==> src/rtl/memsplit_dma.sv <==
// memsplit_dma: single-channel MemSplit32 initiator that copies len words from src to dst.
// Optional fill mode (write fill_data_i len times, no reads) is built with MEMSPLIT_DMA_FILL_EN.
module memsplit_dma #(
   parameter int unsigned LEN_W = 16
) (
   input  logic             clk_i,
   input  logic             rst_i,
   input  logic             start_i,
   input  logic [31:0]      src_addr_i,
   input  logic [31:0]      dst_addr_i,
   input  logic [LEN_W-1:0] len_i,
   input  logic             fill_i,
   input  logic [31:0]      fill_data_i,
   output logic             bus_req_o,
   output logic             bus_we_o,
   output logic [31:0]      bus_addr_o,
   output logic [31:0]      bus_wdata_o,
   input  logic             bus_ack_i,
   input  logic             bus_resp_i,
   input  logic [31:0]      bus_rdata_i,
   output logic             busy_o,
   output logic             done_o,
   output logic [LEN_W-1:0] words_left_o
);

   localparam logic [2:0] StIdle   = 3'd0;
   localparam logic [2:0] StRdReq  = 3'd1;
   localparam logic [2:0] StRdWait = 3'd2;
   localparam logic [2:0] StWrReq  = 3'd3;
   localparam logic [2:0] StFin    = 3'd4;

   localparam logic [LEN_W-1:0] CntOne = LEN_W'(1);

   logic [2:0]       r_state, w_state_d;
   // Word addresses: 30-bit arithmetic gives the mod 2**32 byte-address wrap for free.
   logic [29:0]      r_src, w_src_d;
   logic [29:0]      r_dst, w_dst_d;
   logic [LEN_W-1:0] r_cnt, w_cnt_d;
   logic             r_req, w_req_d;
   logic             r_we, w_we_d;
   logic [31:0]      r_addr, w_addr_d;
   logic [31:0]      r_wdata, w_wdata_d;
   logic             w_fill;
   logic             w_unused_addr;

   assign w_unused_addr = ^{src_addr_i[1:0], dst_addr_i[1:0]};

`ifdef MEMSPLIT_DMA_FILL_EN
   logic r_fill, w_fill_d;
   assign w_fill = r_fill;
`else
   logic w_unused_fill;
   assign w_fill        = 1'b0;
   assign w_unused_fill = ^{fill_i, fill_data_i};
`endif

   always_comb begin
      w_state_d = r_state;
      w_src_d   = r_src;
      w_dst_d   = r_dst;
      w_cnt_d   = r_cnt;
      w_req_d   = r_req;
      w_we_d    = r_we;
      w_addr_d  = r_addr;
      w_wdata_d = r_wdata;
`ifdef MEMSPLIT_DMA_FILL_EN
      w_fill_d  = r_fill;
`endif
      unique case (r_state)
         StIdle: begin
            if (start_i) begin
               w_src_d = src_addr_i[31:2];
               w_dst_d = dst_addr_i[31:2];
               w_cnt_d = len_i;
`ifdef MEMSPLIT_DMA_FILL_EN
               w_fill_d = fill_i;
`endif
               if (len_i == '0) begin
                  w_state_d = StFin;
`ifdef MEMSPLIT_DMA_FILL_EN
               end else if (fill_i) begin
                  w_state_d = StWrReq;
                  w_req_d   = 1'b1;
                  w_we_d    = 1'b1;
                  w_addr_d  = {dst_addr_i[31:2], 2'b00};
                  w_wdata_d = fill_data_i;
`endif
               end else begin
                  w_state_d = StRdReq;
                  w_req_d   = 1'b1;
                  w_we_d    = 1'b0;
                  w_addr_d  = {src_addr_i[31:2], 2'b00};
               end
            end
         end
         StRdReq: begin
            if (bus_ack_i) begin
               w_state_d = StRdWait;
               w_src_d   = r_src + 30'd1;
               w_req_d   = 1'b0;
            end
         end
         StRdWait: begin
            if (bus_resp_i) begin
               w_state_d = StWrReq;
               w_req_d   = 1'b1;
               w_we_d    = 1'b1;
               w_addr_d  = {r_dst, 2'b00};
               w_wdata_d = bus_rdata_i;
            end
         end
         StWrReq: begin
            if (bus_ack_i) begin
               w_dst_d = r_dst + 30'd1;
               w_cnt_d = r_cnt - CntOne;
               if (r_cnt == CntOne) begin
                  w_state_d = StFin;
                  w_req_d   = 1'b0;
                  w_we_d    = 1'b0;
               end else if (w_fill) begin
                  // Fill keeps the same pattern in wdata and only advances the address.
                  w_addr_d = {r_dst + 30'd1, 2'b00};
               end else begin
                  w_state_d = StRdReq;
                  w_we_d    = 1'b0;
                  w_addr_d  = {r_src, 2'b00};
               end
            end
         end
         StFin: begin
            w_state_d = StIdle;
         end
         default: begin
            w_state_d = StIdle;
            w_req_d   = 1'b0;
            w_we_d    = 1'b0;
         end
      endcase
   end

   always_ff @(posedge clk_i) begin
      if (rst_i) begin
         r_state <= StIdle;
         r_src   <= '0;
         r_dst   <= '0;
         r_cnt   <= '0;
         r_req   <= 1'b0;
         r_we    <= 1'b0;
         r_addr  <= '0;
         r_wdata <= '0;
`ifdef MEMSPLIT_DMA_FILL_EN
         r_fill  <= 1'b0;
`endif
      end else begin
         r_state <= w_state_d;
         r_src   <= w_src_d;
         r_dst   <= w_dst_d;
         r_cnt   <= w_cnt_d;
         r_req   <= w_req_d;
         r_we    <= w_we_d;
         r_addr  <= w_addr_d;
         r_wdata <= w_wdata_d;
`ifdef MEMSPLIT_DMA_FILL_EN
         r_fill  <= w_fill_d;
`endif
      end
   end

   assign bus_req_o    = r_req;
   assign bus_we_o     = r_we;
   assign bus_addr_o   = r_addr;
   assign bus_wdata_o  = r_wdata;
   assign busy_o       = (r_state != StIdle);
   assign done_o       = (r_state == StFin);
   assign words_left_o = r_cnt;

endmodule

==> config.mk <==
export PLATFORM = sky130hd
export DESIGN_NAME = memsplit_dma
export DESIGN_NICKNAME = d
export VERILOG_FILES = /design/src/rtl/memsplit_dma.sv
export SDC_FILE = /design/constraint.sdc
export NUM_CORES = 1
export LEC_CHECK = 0
export ABC_AREA = 1
export BUFFER_PORTS_ARGS = -buffer_cell sky130_fd_sc_hd__buf_2
export CAP_MARGIN = 20
export CORE_MARGIN = 3
export CORE_UTILIZATION = 54
export DETAILED_ROUTE_END_ITERATION = 6
export GPL_ROUTABILITY_DRIVEN = 0
export GPL_TIMING_DRIVEN = 0
export PLACE_DENSITY = 0.81
export SLEW_MARGIN = 20
export SYNTH_ARGS = -nofsm -noshare
export SYNTH_HDL_FRONTEND = slang
export SYNTH_SLANG_ARGS = --single-unit
==> constraint.sdc <==
create_clock -name clk_i -period 2.6 [get_ports clk_i]
set_clock_uncertainty 0.15 [all_clocks]
set_input_delay 0.52 -clock clk_i [delete_from_list [all_inputs] [get_ports clk_i]]
set_output_delay 0.52 -clock clk_i [all_outputs]
set_load 0.05 [all_outputs]
Yosys cells after proc, flatten, opt, wreduce, memory -nomap -nowiden
Cells that the tools add are included.
{"block": "word_totals", "ff_bits": 145, "in_bits": 150, "wordCells": 71}
{"block": "op_classes", "addsub": 3, "eq_ne": 12, "n_mux": 32, "n_bitwise": 2, "reduce_logical": 14}
{"cell": "two-way mux 32 bit", "n": 5}
{"cell": "two-way mux 30 bit", "n": 4}
{"cell": "one-hot mux 30 bit (2 select lines)", "n": 2}
{"cell": "one-hot mux 32 bit (3 select lines)", "n": 1}
{"cell": "adder 30 x 1 -> 30 bit (second input constant)", "n": 2}
{"cell": "two-way mux 16 bit", "n": 2}
{"cell": "one-hot mux 16 bit (2 select lines)", "n": 1}
{"cell": "two-way mux 3 bit", "n": 6}
{"cell": "equality test 16 x 1 -> 1 bit (second input constant)", "n": 1}
{"cell": "zero test 16 bit", "n": 1}
{"cell": "subtractor 16 x 1 -> 16 bit (second input constant)", "n": 1}
{"cell": "inequality test 2 bit (second input constant)", "n": 7}
{"cell": "one-hot mux 3 bit (4 select lines)", "n": 1}
{"cell": "two-way mux 1 bit", "n": 8}
{"cell": "AND reduction 7 bit", "n": 1}
{"cell": "equality test 3 x 2 -> 1 bit (second input constant)", "n": 2}
{"cell": "AND reduction 3 bit", "n": 2}
{"cell": "AND reduction 6 bit", "n": 1}
{"cell": "nonzero test 3 bit", "n": 2}
{"cell": "one-hot mux 1 bit (5 select lines)", "n": 1}
{"cell": "AND reduction 5 bit", "n": 1}
{"cell": "one-hot mux 1 bit (4 select lines)", "n": 1}
{"cell": "AND reduction 4 bit", "n": 1}
{"cell": "nonzero test 2 bit", "n": 2}
{"cell": "other kinds (6)", "n": 7}

Depth between registers and ports, before layout
Gate-level depths: netlist of the first run.
{"block": "depth", "depth_word": 4, "mapped_depth": 12, "mapped_depth_nobuf": 11}

Worst setup path after synthesis of the first run
No wires, ideal clock.
{"block": "synth_path", "kind": "register to output", "start": "reg r_state[2]", "end": "out done_o", "arrival_time_ns": 1.598, "required_time_ns": 1.930, "slack_ns": 0.332, "path_stages_with_launch": 3, "n_path_buf": 0, "path_cell_list": "dfxtp_1 inv_1 nor3_1"}
{"block": "synth_via", "elab_chain_cells": 1}
{"item": "start: declaration", "line": "34", "source": "logic [2:0] r_state, w_state_d;"}
{"item": "start signal: assignment", "line": "143", "source": "r_state <= StIdle;"}
{"item": "start signal: assignment", "line": "155", "source": "r_state <= w_state_d;"}
{"item": "equality test 3 bit", "line": "174", "source": "assign done_o = (r_state == StFin);"}
{"item": "end: declaration", "line": "22", "source": "output logic done_o,"}
Every way passes these cells.

Worst setup path after layout of the first run
{"block": "layout_path", "start": "reg r_src[0]", "end": "reg r_src[26]"}
{"block": "layout_via", "elab_chain_cells": 3}
{"item": "start: declaration", "line": "36", "source": "logic [29:0] r_src, w_src_d;"}
{"item": "start signal: assignment", "line": "156", "source": "r_src <= w_src_d;"}
{"item": "adder 30 x 1 -> 30 bit", "line": "99", "source": "w_src_d = r_src + 30'd1;"}
{"item": "two-way mux 30 bit", "line": "97", "source": "if (bus_ack_i) begin"}
{"item": "one-hot mux 30 bit (2 select lines)", "line": "69", "source": "unique case (r_state)"}
Every way passes these cells. The select of a mux whose other input is x is not followed.
A chain may end at the register's enable or synchronous reset.

==> results of run 1 <==
==> critical path, delay by kind of cell, from the launching register on <==
kind,cells,cell delay (ns)
compound gates,1,0.07
simple gates,8,1.31
flops,1,0.39
fa+ha+maj,1,0.30
==> cell usage after synthesis <==
| cell type | number |
|---|---|
| nand3_4 | 1 |
| o221ai_1 | 28 |
| o21ai_0 | 46 |
| ha_1 | 4 |
| buf_1 | 3 |
| conb_1 | 1 |
| nand3_1 | 119 |
| nand3_2 | 2 |
| nor2_1 | 229 |
| nand2_1 | 429 |
| o31ai_1 | 2 |
| nor3_1 | 9 |
| nand4_1 | 10 |
| inv_1 | 118 |
| o21ai_1 | 38 |
| o21bai_1 | 1 |
| nor2_4 | 2 |
| a21oi_1 | 157 |
| and3_1 | 1 |
| a31oi_1 | 2 |
| or2_2 | 6 |
| clkbuf_1 | 39 |
| buf_2 | 30 |
| inv_2 | 7 |
| nand2_2 | 1 |
| nor3b_1 | 1 |
| nor2_2 | 1 |
| buf_6 | 1 |
| dfxtp_1 | 143 |
| o211ai_1 | 4 |
| xor2_1 | 1 |
| xnor2_1 | 2 |
| nand3b_1 | 4 |
| buf_4 | 3 |
| o22ai_1 | 5 |
==> flip-flops by register name (all words and copies together), names as in the netlist <==
register      flops
r_src            30
r_state           3
bus_addr_o       30
bus_wdata_o      32
bus_we_o          1
bus_req_o         1
words_left_o     16
r_dst            30
==> power by group <==
group / switching, µW / leakage, µW / internal, µW
clock: 1020 / 0.000302 / 1610
combinational: 3130 / 0.00300 / 1190
sequential: 515 / 0.00118 / 2690
total: 4670 / 0.00448 / 5500
==> per-layer routing <==
layer / wire [µm] / vias to the layer above / global-route usage [%] / part of all wire [%]
met5: 0 / - / 0 / 0
met4: 1570 / 0 / 17.1 / 5.0
met3: 3630 / 125 / 8.32 / 11
met2: 14300 / 678 / 55.2 / 45
met1: 12100 / 4842 / 44.4 / 38
li1: - / 5140 / - / -
==> worst paths after layout <==
| path | from | endpoint | slack [ns] | depth (start not counted) |
|---|---|---|---|---|
| worst max-delay path | r_src[0] | r_src[26] | 0.25 | 10 |
| worst min-delay path | bus_rdata_i[23] | bus_wdata_o[23] | 0.20 | 3 |
| worst max register to register | r_src[0] | r_src[26] | 0.25 | 10 |
| worst min register to register | bus_wdata_o[2] | bus_wdata_o[2] | 0.31 | 2 |
==> through the flow <==
| stage | area, µm² | utilization (%) | cells |
|---|---|---|---|
| 2_1_floorplan | 8630 | - | 1451 |
| 3_3_place_gp | 9860 | 63.9 | 1855 |
| 3_5_place_dp | 9860 | 63.9 | 1855 |
| 4_1_cts | 10500 | 67.9 | 1887 |
| 5_1_grt | 10500 | 68.0 | 1888 |
| 6_report | 10500 | 68.0 | 1888 |
==> logic make-up (layout without fill, tap and decap cells) <==
logic type / after synthesis / after routing / share of synthesized area [%]
AND/OR/NAND/NOR: 815 / 815 / 38.6
AO/OA/AOI/OAI: 283 / 283 / 17.9
buffers and inverters: 201 / 426 / 9.40
flip-flops: 143 / 143 / 33.2
adder cells (fa/ha/maj): 4 / 4 / 0.580
XOR/XNOR: 3 / 3 / 0.305
other: 1 / 3 / 0.0435
==> final cells by class <==
| cell class | instances | area [µm²] |
|---|---|---|
| diodes | 1 | 2.50 |
| plain buffers | 76 | 342 |
| clock buffers | 19 | 433 |
| clock inverters | 13 | 186 |
| fillers | 1474 | 4940 |
| inverters | 125 | 469 |
| multi-input cells | 1107 | 4960 |
| flip-flops and latches | 143 | 2860 |
| well taps | 211 | 264 |
| repair buffers | 193 | 966 |
==> summary.txt, run 1 <==
Floorplan
  • Row count: 45
  • Chip height: around 130 µm
  • Core area: between 15,000 and 20,000 µm²
  • IO Pins: 234
  • Die W: roughly 130 µm
  • Initial Util: between 50% and 60%
  • Die ar.: 17,500 µm²

Status
  • Outcome: finished clean

Clock network
  • CTS tree: yes
  • Worst-skew pair later-pin latency: between 0.4 and 0.5 ns
  • Post-CTS sizing: 0
  • Clock Tree Buf Depth: 2
  • CTS root buffer: clkbuf_16
  • Clock Pin Slew Worst Setup and Hold Paths: around 0.070 ns
  • Cts hold-fix bufs: 0
  • Post-CTS setup buffer count: 0
  • H-Tree Depth: 4
  • # clock sinks: approximately 140
  • Total CTS buffers: 17

Setup path
  • Worst path most repeated cell: nand2_1
  • Crit-path max cell delay: 0.39 ns
  • Arrival time worst endpoint: roughly 2.5 ns
  • CP max FO: 6
  • Worst path required time: between 2 and 3 ns
  • Critical path type: reg2reg
  • Worst path cell trace: ha_1, nand2_1, nor2_2, nand2_1, nor2_1, nand2_1, nand2_1, nand3_1, nand2_1, a21oi_1
  • Slowest stage cell, crit path: dfxtp_1
  • Setup crit end kind: register
  • Crit path launch type: register

Timing
  • Fin. max-slew vios: 0
  • Final Cycle Share: around 91%
  • RSZ-0062 raised after global routing: no
  • Setup violators final: 0
  • Hold Vio Cnt, Final: 0
  • Worst setup margin: about 0.25 ns
  • Max Clk Rate: about 420 MHz
  • Period minus WS final: roughly 2.4 ns
  • Max_slew headroom: around half
  • Final hold slack: ~0.20 ns
  • Tightest Pin Transition: roughly 0.76 ns
  • Setup TNS: 0 ns

Route
  • Final WL: 31.6 mm
  • WL/cell: about 17 µm
  • Number of routed nets with antenna violations: 0
  • Routed vias/inst: between 5 and 6
  • Initial DRT Pass Iterations: 7
  • Initial DRC Count: roughly 1,500
  • Routed vias: between 10,000 and 15,000
  • DRC viols: 0

GRT
  • Initial antenna violation count: 1
  • GR Util All Layers: between 30% and 40%
  • Vias in the first global route: 9,802
  • First-pass GRT wire length: slightly below 50 mm
  • Largest net degree at the start of global routing: 17
  • Global route overflow: 0

Logic synthesis
  • Synth top area cells: dfxtp_1, nand2_1, nor2_1
  • Top-area cell type share of the netlist area: 33.2%
  • Post-synthesis cell type count: 35
  • Syn Inst Count: 1,450
  • Mean post-synth cell area: 5.95 µm²
  • #FFs+latches synth: approximately 140
  • Synthesized area: around 8600 µm²
  • Number of synthesis warnings: 0
  • Seq/Total Area, Yosys: roughly 33%
  • Post-synth top area cell: dfxtp_1

Hold path
  • Hold crit path type: in2reg

Power and ir drop
  • Power per standard cell area: ~970 nW/µm²
  • Pleak: 0.00448 µW
  • Peak supply drop: 0.621 mV
  • Pwr Total: a little over 10,000 µW

Finish
  • Layout cells sized above 1: between 10% and 20%
  • Final-stage net count: between 1,500 and 2,000
  • Area delta synth->final: 21.5%
  • Highest-count cells in the layout ignoring fill and taps: nand2_1, nor2_1, buf_2, a21oi_1, dfxtp_1
  • Commonest non-fill, non-tap cell in the layout: nand2_1

Placed design
  • DP HPWL: approximately 24 mm
  • Worst slack, placed: 0.123 ns
  • # port buffers: a little under 200

Job
  • Total of max-cap violations: 0
Power figures use the tool's default switching activity.
==> inputs of run 2 (changes only) <==
==> constraint.sdc (replaced) <==
create_clock -name clk_i -period 3 [get_ports clk_i]
set_clock_uncertainty 0.15 [all_clocks]
set_input_delay 0.15 -clock clk_i [delete_from_list [all_inputs] [get_ports clk_i]]
set_output_delay 0.15 -clock clk_i [all_outputs]
set_load 0.05 [all_outputs]
==> run 2 against run 1 <==
  * The flow now finishes with violations (DRC)
  * Largest cell class unchanged
  * Core utilization rose by 6.3 points
  * Wire length rose by 9.6%
  * Sequential share of layout area fell by 2.3 points
  * Non-clock buffer count rose by 97
  * First-iteration DRC count fell by 3.2%
==> summary.txt, run 2 (synthesis results as in run 1) <==
GRT
  • Largest net degree at the start of global routing: 17 (unchanged)
  • GR Util All Layers: 38.0% (was 34.8%)
  • Met3 Track Usage GR: 9.50% (was 8.32%)
  • Met1 Use GR: 46.2% (was 44.4%)
  • First-pass GRT wire length: 53.5 mm (was 48.9 mm)
  • Initial antenna violation count: 0 (was 1)
  • GR peak layer: met2 (unchanged)
  • Global route overflow: 0 (unchanged)
  • Global Route met2 Usage: 61.3% (was 55.2%)
  • Vias in the first global route: 10,800 (was 9,802)

Setup path
  • Crit-path max cell delay: 0.53 ns (was 0.39 ns)
  • Worst R2R End: r_src[26] (unchanged)
  • Slowest stage cell, crit path: nor2_1 (was dfxtp_1)
  • CP top delay family: simple AND/OR/NAND/NOR gates (unchanged)
  • CP max FO: 6 (unchanged)
  • R2R setup slack: 0.33 ns (was 0.25 ns)
  • Critical path type: reg2reg (unchanged)
  • Worst path most repeated cell: nand2_1 (unchanged)
  • CP Capture Point: r_src[26] (unchanged)
  • Launching point of the worst reg2reg path: r_src[0] (unchanged)
  • Critical Path Stages: 9 (was 10)
  • Worst Reg2Reg Path Length in Cells: 9 (was 10)
  • Crit path launch type: register (unchanged)
  • CP Launch Point: r_src[0] (unchanged)
  • Worst path required time: 3.20 ns (was 2.74 ns)
  • Worst path cell trace: ha_1, nand2_1, nor2_1, nand2_1, nor2_1, nand3_1, nand3_1, nand2_1, a21oi_1 (was ha_1, nand2_1, nor2_2, nand2_1, nor2_1, nand2_1, nand2_1, nand3_1, nand2_1, a21oi_1)
  • Arrival time worst endpoint: 2.86 ns (was 2.50 ns)
  • CP Buf/Inv Count: 0 (unchanged)
  • Setup crit end kind: register (unchanged)

Status
  • Failing checks: DRC
  • Outcome: complete, but fails checks (was finished clean)

Route
  • Final WL: 34.6 mm (was 31.6 mm)
  • Routed vias/inst: 5.78 (was 5.71)
  • Number of routed nets with antenna violations: 0 (unchanged)
  • Initial DRT Pass Iterations: 7 (unchanged)
  • WL/cell: 17.4 µm (was 16.7 µm)
  • Routed vias: 11,500 (was 10,800)
  • DRC viols: 6 (was 0)
  • Initial DRC Count: 1,430 (was 1,477)

Finish
  • Final-stage net count: 1,914 (was 1,817)
  • Layout cells sized above 1: 15.6% (was 16.6%)
  • Fin area: 11,500 µm² (was 10,500 µm²)
  • Fillcell total: 1,265 (was 1,474)
  • Area delta synth->final: 32.7% (was 21.5%)
  • Largest register FFs: 32 (unchanged)
  • Commonest non-fill, non-tap cell in the layout: nand2_1 (unchanged)
  • Ant diodes: 0 (was 1)
  • Highest-count cells in the layout ignoring fill and taps: nand2_1, nor2_1, buf_2, a21oi_1, dfxtp_1 (unchanged)

Timing
  • Final hold slack: 0.00712 ns (was 0.201 ns)
  • Setup TNS: 0 ns (unchanged)
  • Setup violators final: 0 (unchanged)
  • Tightest Pin Transition: 0.800 ns (was 0.757 ns)
  • Final Cycle Share: 88.9% (was 90.6%)
  • RSZ-0062 raised after global routing: no (unchanged)
  • Max Clk Rate: 375 MHz (was 425 MHz)
  • Hold Vio Cnt, Final: 0 (unchanged)
  • Fin. max-slew vios: 0 (unchanged)
  • Period minus WS final: 2.67 ns (was 2.35 ns)
  • Max_slew headroom: 46.6% (was 49.5%)

Clock network
  • Clock Tree Buf Depth: 2 (unchanged)
  • Total CTS buffers: 17 (unchanged)
  • CTS root buffer: clkbuf_16 (unchanged)
  • # clock sinks: 143 (unchanged)
  • Post-CTS sizing: 0 (unchanged)
  • Worst-skew pair later-pin latency: 0.44 ns (about the same)
  • H-Tree Depth: 4 (unchanged)
  • CTS tree: yes (unchanged)
  • Clock Pin Slew Worst Setup and Hold Paths: 0.07 ns (about the same)

Placed design
  • # port buffers: 193 (unchanged)
  • Placed instance area: 9860 µm² (unchanged)
  • DP HPWL: 23.8 mm (unchanged)

Power and ir drop
  • Power per standard cell area: 785 nW/µm² (was 970 nW/µm²)
  • Peak supply drop: 0.511 mV (was 0.621 mV)
  • Pleak: 0.00489 µW (was 0.00448 µW)

Floorplan
  • IO Pins: 234 (unchanged)
  • Core area: 15,400 µm² (unchanged)
  • Chip height: 132 µm (unchanged)
  • Initial Util: 55.9% (unchanged)
  • Die W: 132 µm (unchanged)
  • Row count: 45 (unchanged)
  • Die ar.: 17,500 µm² (unchanged)

Job
  • Total of max-cap violations: 0 (unchanged)

Hold path
  • Hold crit path type: in2reg (unchanged)
[run 2: stage by stage]
stage	std cells	util (%)	power, µW	setup slack (ns)
3_3_place_gp	1855	63.9	6370	0.569
5_1_grt	1984	74.2	9370	0.239
6_report	1984	74.2	8990	0.332
2_1_floorplan	1451	-	5360	0.749
3_5_place_dp	1855	63.9	6420	0.583
4_1_cts	1984	74.2	8790	0.548
[run 2: what timing repair did]
item / 4_1_cts / 5_1_grt
setup buffers: 0 / 0
hold buffers: 97 / 0
endpoints found under the hold margin: 111 / 0
[run 2: metal layers]
layer / share of wire [%] / wire length [µm]
met1: 37 / 12700
met2: 45 / 15700
met3: 12 / 4020
met4: 6.3 / 2170
met5: 0 / 0
[run 2: worst min path at each step]
stage / start / endpoint / slack, ns / depth (start not counted)
2_1_floorplan: dst_addr_i[3] / r_dst[1] / 0.16 / 2
3_3_place_gp: bus_rdata_i[31] / bus_wdata_o[31] / 0.27 / 3
3_5_place_dp: bus_rdata_i[31] / bus_wdata_o[31] / 0.28 / 3
4_1_cts: len_i[11] / words_left_o[11] / 0.0001 / 5
5_1_grt: src_addr_i[5] / bus_addr_o[5] / 0.03 / 5
6_report: len_i[6] / words_left_o[6] / 0.007 / 5
[run 2: final cells by class]
type | instances | area, µm² | area share [%]
Multi-Input combinational cell | 1107 | 4960 | 43.3
Sequential cell | 143 | 2860 | 25.0
Timing Repair Buffer | 290 | 1940 | 16.9
Inverter | 125 | 469 | 4.10
Clock buffer | 19 | 433 | 3.78
Buffer | 76 | 342 | 2.98
Tap cell | 211 | 264 | 2.31
Clock inverter | 13 | 186 | 1.63
[run 2: tightest hold or removal path: stages]
cell and delay [ns]:
buf_2 0.09, inv_1 0.07, nor2_1 0.05, o21ai_1 0.12
a21oi_1 0.07
[run 2: power by group]
| part | total, µW | switching, µW | internal (µW) |
|---|---|---|---|
| clock network | 2300 | 905 | 1400 |
| registers | 2790 | 462 | 2330 |
| logic | 3900 | 2780 | 1120 |
==> inputs of run 3 (changes only) <==
--- a/config.mk
+++ b/config.mk
@@ -13,7 +13,7 @@
 export DETAILED_ROUTE_END_ITERATION = 6
 export GPL_ROUTABILITY_DRIVEN = 0
 export GPL_TIMING_DRIVEN = 0
-export PLACE_DENSITY = 0.81
+export PLACE_DENSITY_LB_ADDON = 0.15
 export SLEW_MARGIN = 20
 export SYNTH_ARGS = -nofsm -noshare
 export SYNTH_HDL_FRONTEND = slang
==> run 3 against run 2 <==
  * The run now ends clean
  * Wire length shrank 2.5%
  * Count of clock-buffer cells in the layout down 1
  * Critical path depth up 1
  * Final cell count rose by 0.20%
  * Largest power group unchanged
  * Highest routed layer unchanged
==> summary.txt, run 3 (synthesis results as in run 1) <==
Route
  • Number of routed nets with antenna violations: 0 (unchanged)
  • Routed vias/inst: 5.72 (was 5.78)
  • Final WL: 33.7 mm (was 34.6 mm)
  • WL/cell: 17.0 µm (was 17.4 µm)
  • DRC viols: 0 (was 6)
  • Routed vias: 11,400 (was 11,500)
  • Initial DRC Count: 1,591 (was 1,430)
  • Initial DRT Pass Iterations: 6 (was 7)

Timing
  • Fin. max-slew vios: 0 (unchanged)
  • Max Clk Rate: 386 MHz (was 375 MHz)
  • Setup TNS: 0 ns (unchanged)
  • Hold Vio Cnt, Final: 0 (unchanged)
  • Period minus WS final: 2.59 ns (was 2.67 ns)
  • Final Cycle Share: 86.3% (was 88.9%)
  • RSZ-0062 raised after global routing: no (unchanged)
  • Tightest Pin Transition: 0.815 ns (was 0.800 ns)
  • Setup violators final: 0 (unchanged)
  • Worst setup margin: 0.411 ns (was 0.332 ns)
  • Max_slew headroom: 45.7% (was 46.6%)

Finish
  • Multi-input gate area: 4960 µm² (unchanged)
  • Highest-count cells in the layout ignoring fill and taps: nand2_1, nor2_1, buf_2, a21oi_1, dfxtp_1 (unchanged)
  • Sequential cell area: 2860 µm² (unchanged)
  • Final cell utilization of the core: 74.1% (was 74.2%)
  • Area delta synth->final: 32.5% (was 32.7%)
  • Commonest non-fill, non-tap cell in the layout: nand2_1 (unchanged)
  • Layout cells sized above 1: 15.7% (was 15.6%)
  • Largest register FFs: 32 (unchanged)
  • Final-stage net count: 1,917 (was 1,914)
  • Cell Count, Final, Fillers Out: 1,988 (was 1,984)
  • Fillcell total: 1,328 (was 1,265)

Placed design
  • Placed insts: 1,855 (unchanged)
  • DP HPWL: 23.8 mm (about the same)
  • Worst slack, placed: 0.539 ns (was 0.583 ns)
  • # port buffers: 193 (unchanged)

Floorplan
  • Die ar.: 17,500 µm² (unchanged)
  • IO Pins: 234 (unchanged)
  • Chip height: 132 µm (unchanged)
  • Core area: 15,400 µm² (unchanged)
  • Initial Util: 55.9% (unchanged)
  • Die W: 132 µm (unchanged)
  • Row count: 45 (unchanged)

Power and ir drop
  • Peak supply drop: 0.632 mV (was 0.511 mV)
  • Pleak: 0.00488 µW (was 0.00489 µW)
  • Power per standard cell area: 765 nW/µm² (was 785 nW/µm²)
  • Pwr Total: 8750 µW (was 8990 µW)

Setup path
  • CP Buf/Inv Count: 0 (unchanged)
  • Worst path most repeated cell: nand2_1 (unchanged)
  • Worst Reg2Reg Path Length in Cells: 10 (was 9)
  • Crit path launch type: register (unchanged)
  • Launching point of the worst reg2reg path: r_src[0] (unchanged)
  • Arrival time worst endpoint: 2.74 ns (was 2.86 ns)
  • Critical Path Stages: 10 (was 9)
  • R2R setup slack: 0.41 ns (was 0.33 ns)
  • Critical path type: reg2reg (unchanged)
  • Worst R2R End: r_src[26] (unchanged)
  • CP Launch Point: r_src[0] (unchanged)
  • CP top delay family: simple AND/OR/NAND/NOR gates (unchanged)
  • Crit-path max cell delay: 0.53 ns (about the same)
  • CP Capture Point: r_src[26] (unchanged)
  • Worst path required time: 3.15 ns (was 3.20 ns)
  • CP max FO: 6 (unchanged)
  • Worst path cell trace: ha_1, nand2_1, nor2_1, nand2_1, nor2_1, nand2_1, nand2_1, nand3_1, nand2_1, a21oi_1 (was ha_1, nand2_1, nor2_1, nand2_1, nor2_1, nand3_1, nand3_1, nand2_1, a21oi_1)
  • Setup crit end kind: register (unchanged)
  • Slowest stage cell, crit path: nor2_1 (unchanged)

Clock network
  • Clock Pin Slew Worst Setup and Hold Paths: 0.07 ns (about the same)
  • H-Tree Depth: 4 (unchanged)
  • Clock Tree Buf Depth: 2 (unchanged)
  • CTS root buffer: clkbuf_16 (unchanged)
  • Cts hold-fix bufs: 100 (was 97)
  • Worst-skew pair later-pin latency: 0.45 ns (was 0.44 ns)
  • Post-CTS setup buffer count: 0 (unchanged)
  • Post-CTS sizing: 0 (unchanged)
  • Total CTS buffers: 17 (unchanged)
  • CTS tree: yes (unchanged)
  • # clock sinks: 143 (unchanged)

Hold path
  • Hold crit path type: in2reg (unchanged)

GRT
  • Global route overflow: 0 (unchanged)
  • Initial antenna violation count: 0 (unchanged)
  • GR Util All Layers: 37.0% (was 38.0%)
  • First-pass GRT wire length: 52.3 mm (was 53.5 mm)
  • Vias in the first global route: 10,400 (was 10,800)
  • Largest net degree at the start of global routing: 17 (unchanged)

Job
  • Total of max-cap violations: 0 (unchanged)

Status
  • Outcome: finished clean (was complete, but fails checks)
-- run 3: cell count changes in the layout (fill, tap and decap cells not counted), moves of 2 or more --
cell           change
dlygate4sd3_1      +3
bufinv_16          -3
clkinv_4           +3
clkbuf_1           -2
-- run 3: worst reg2reg max path, cell delays in order, from the launching register on --
cell     delay, ns
dfxtp_1       0.39
ha_1          0.30
nand2_1       0.10
nor2_1        0.53
nand2_1       0.25
nor2_1        0.34
nand2_1       0.09
nand2_1       0.06
nand3_1       0.06
nand2_1       0.10
a21oi_1       0.06
-- run 3: how the worst min path moves through the flow --
| stage | startpoint | to | slack (ns) | depth (start not counted) |
|---|---|---|---|---|
| floorplan | dst_addr_i[3] | r_dst[1] | 0.16 | 2 |
| global placement | bus_rdata_i[28] | bus_wdata_o[28] | 0.27 | 3 |
| detailed placement | bus_rdata_i[6] | bus_wdata_o[6] | 0.28 | 3 |
| CTS | len_i[6] | words_left_o[6] | 0.002 | 5 |
| global route | rst_i | words_left_o[0] | 0.04 | 4 |
| finish | len_i[9] | words_left_o[9] | 0.002 | 5 |
-- run 3: routing by layer --
metal	up-vias	share of wire [%]	track usage, %
li1	5334	-	-
met1	5038	37	45.4
met2	801	45	60.1
met3	196	11	7.75
met4	0	6.4	21.3
met5	-	0	0
-- run 3: where the power goes --
| part | internal (µW) | switching (µW) |
|---|---|---|
| clock network | 1170 | 926 |
| logic | 1120 | 2750 |
| registers | 2330 | 447 |
| total | 4620 | 4130 |
-- run 3: stage by stage --
stage	instance area, µm²	hold WS [ns]
after floorplan	8630	0.161
after global routing	11400	0.0383
after CTS	11400	0.00153
after global placement	9860	0.273
final	11400	0.00203
after detailed placement	9860	0.281
-- run 3: cell type report --
class | instances | share of cell area, %
antenna | 1 | 0.0219
buffer | 76 | 2.99
clock buffer | 18 | 3.84
clock inverter | 14 | 1.15
inverter | 125 | 4.10
multi-input combinational | 1107 | 43.4
sequential | 143 | 25.0
tap | 211 | 2.31
timing repair buffer | 293 | 17.2
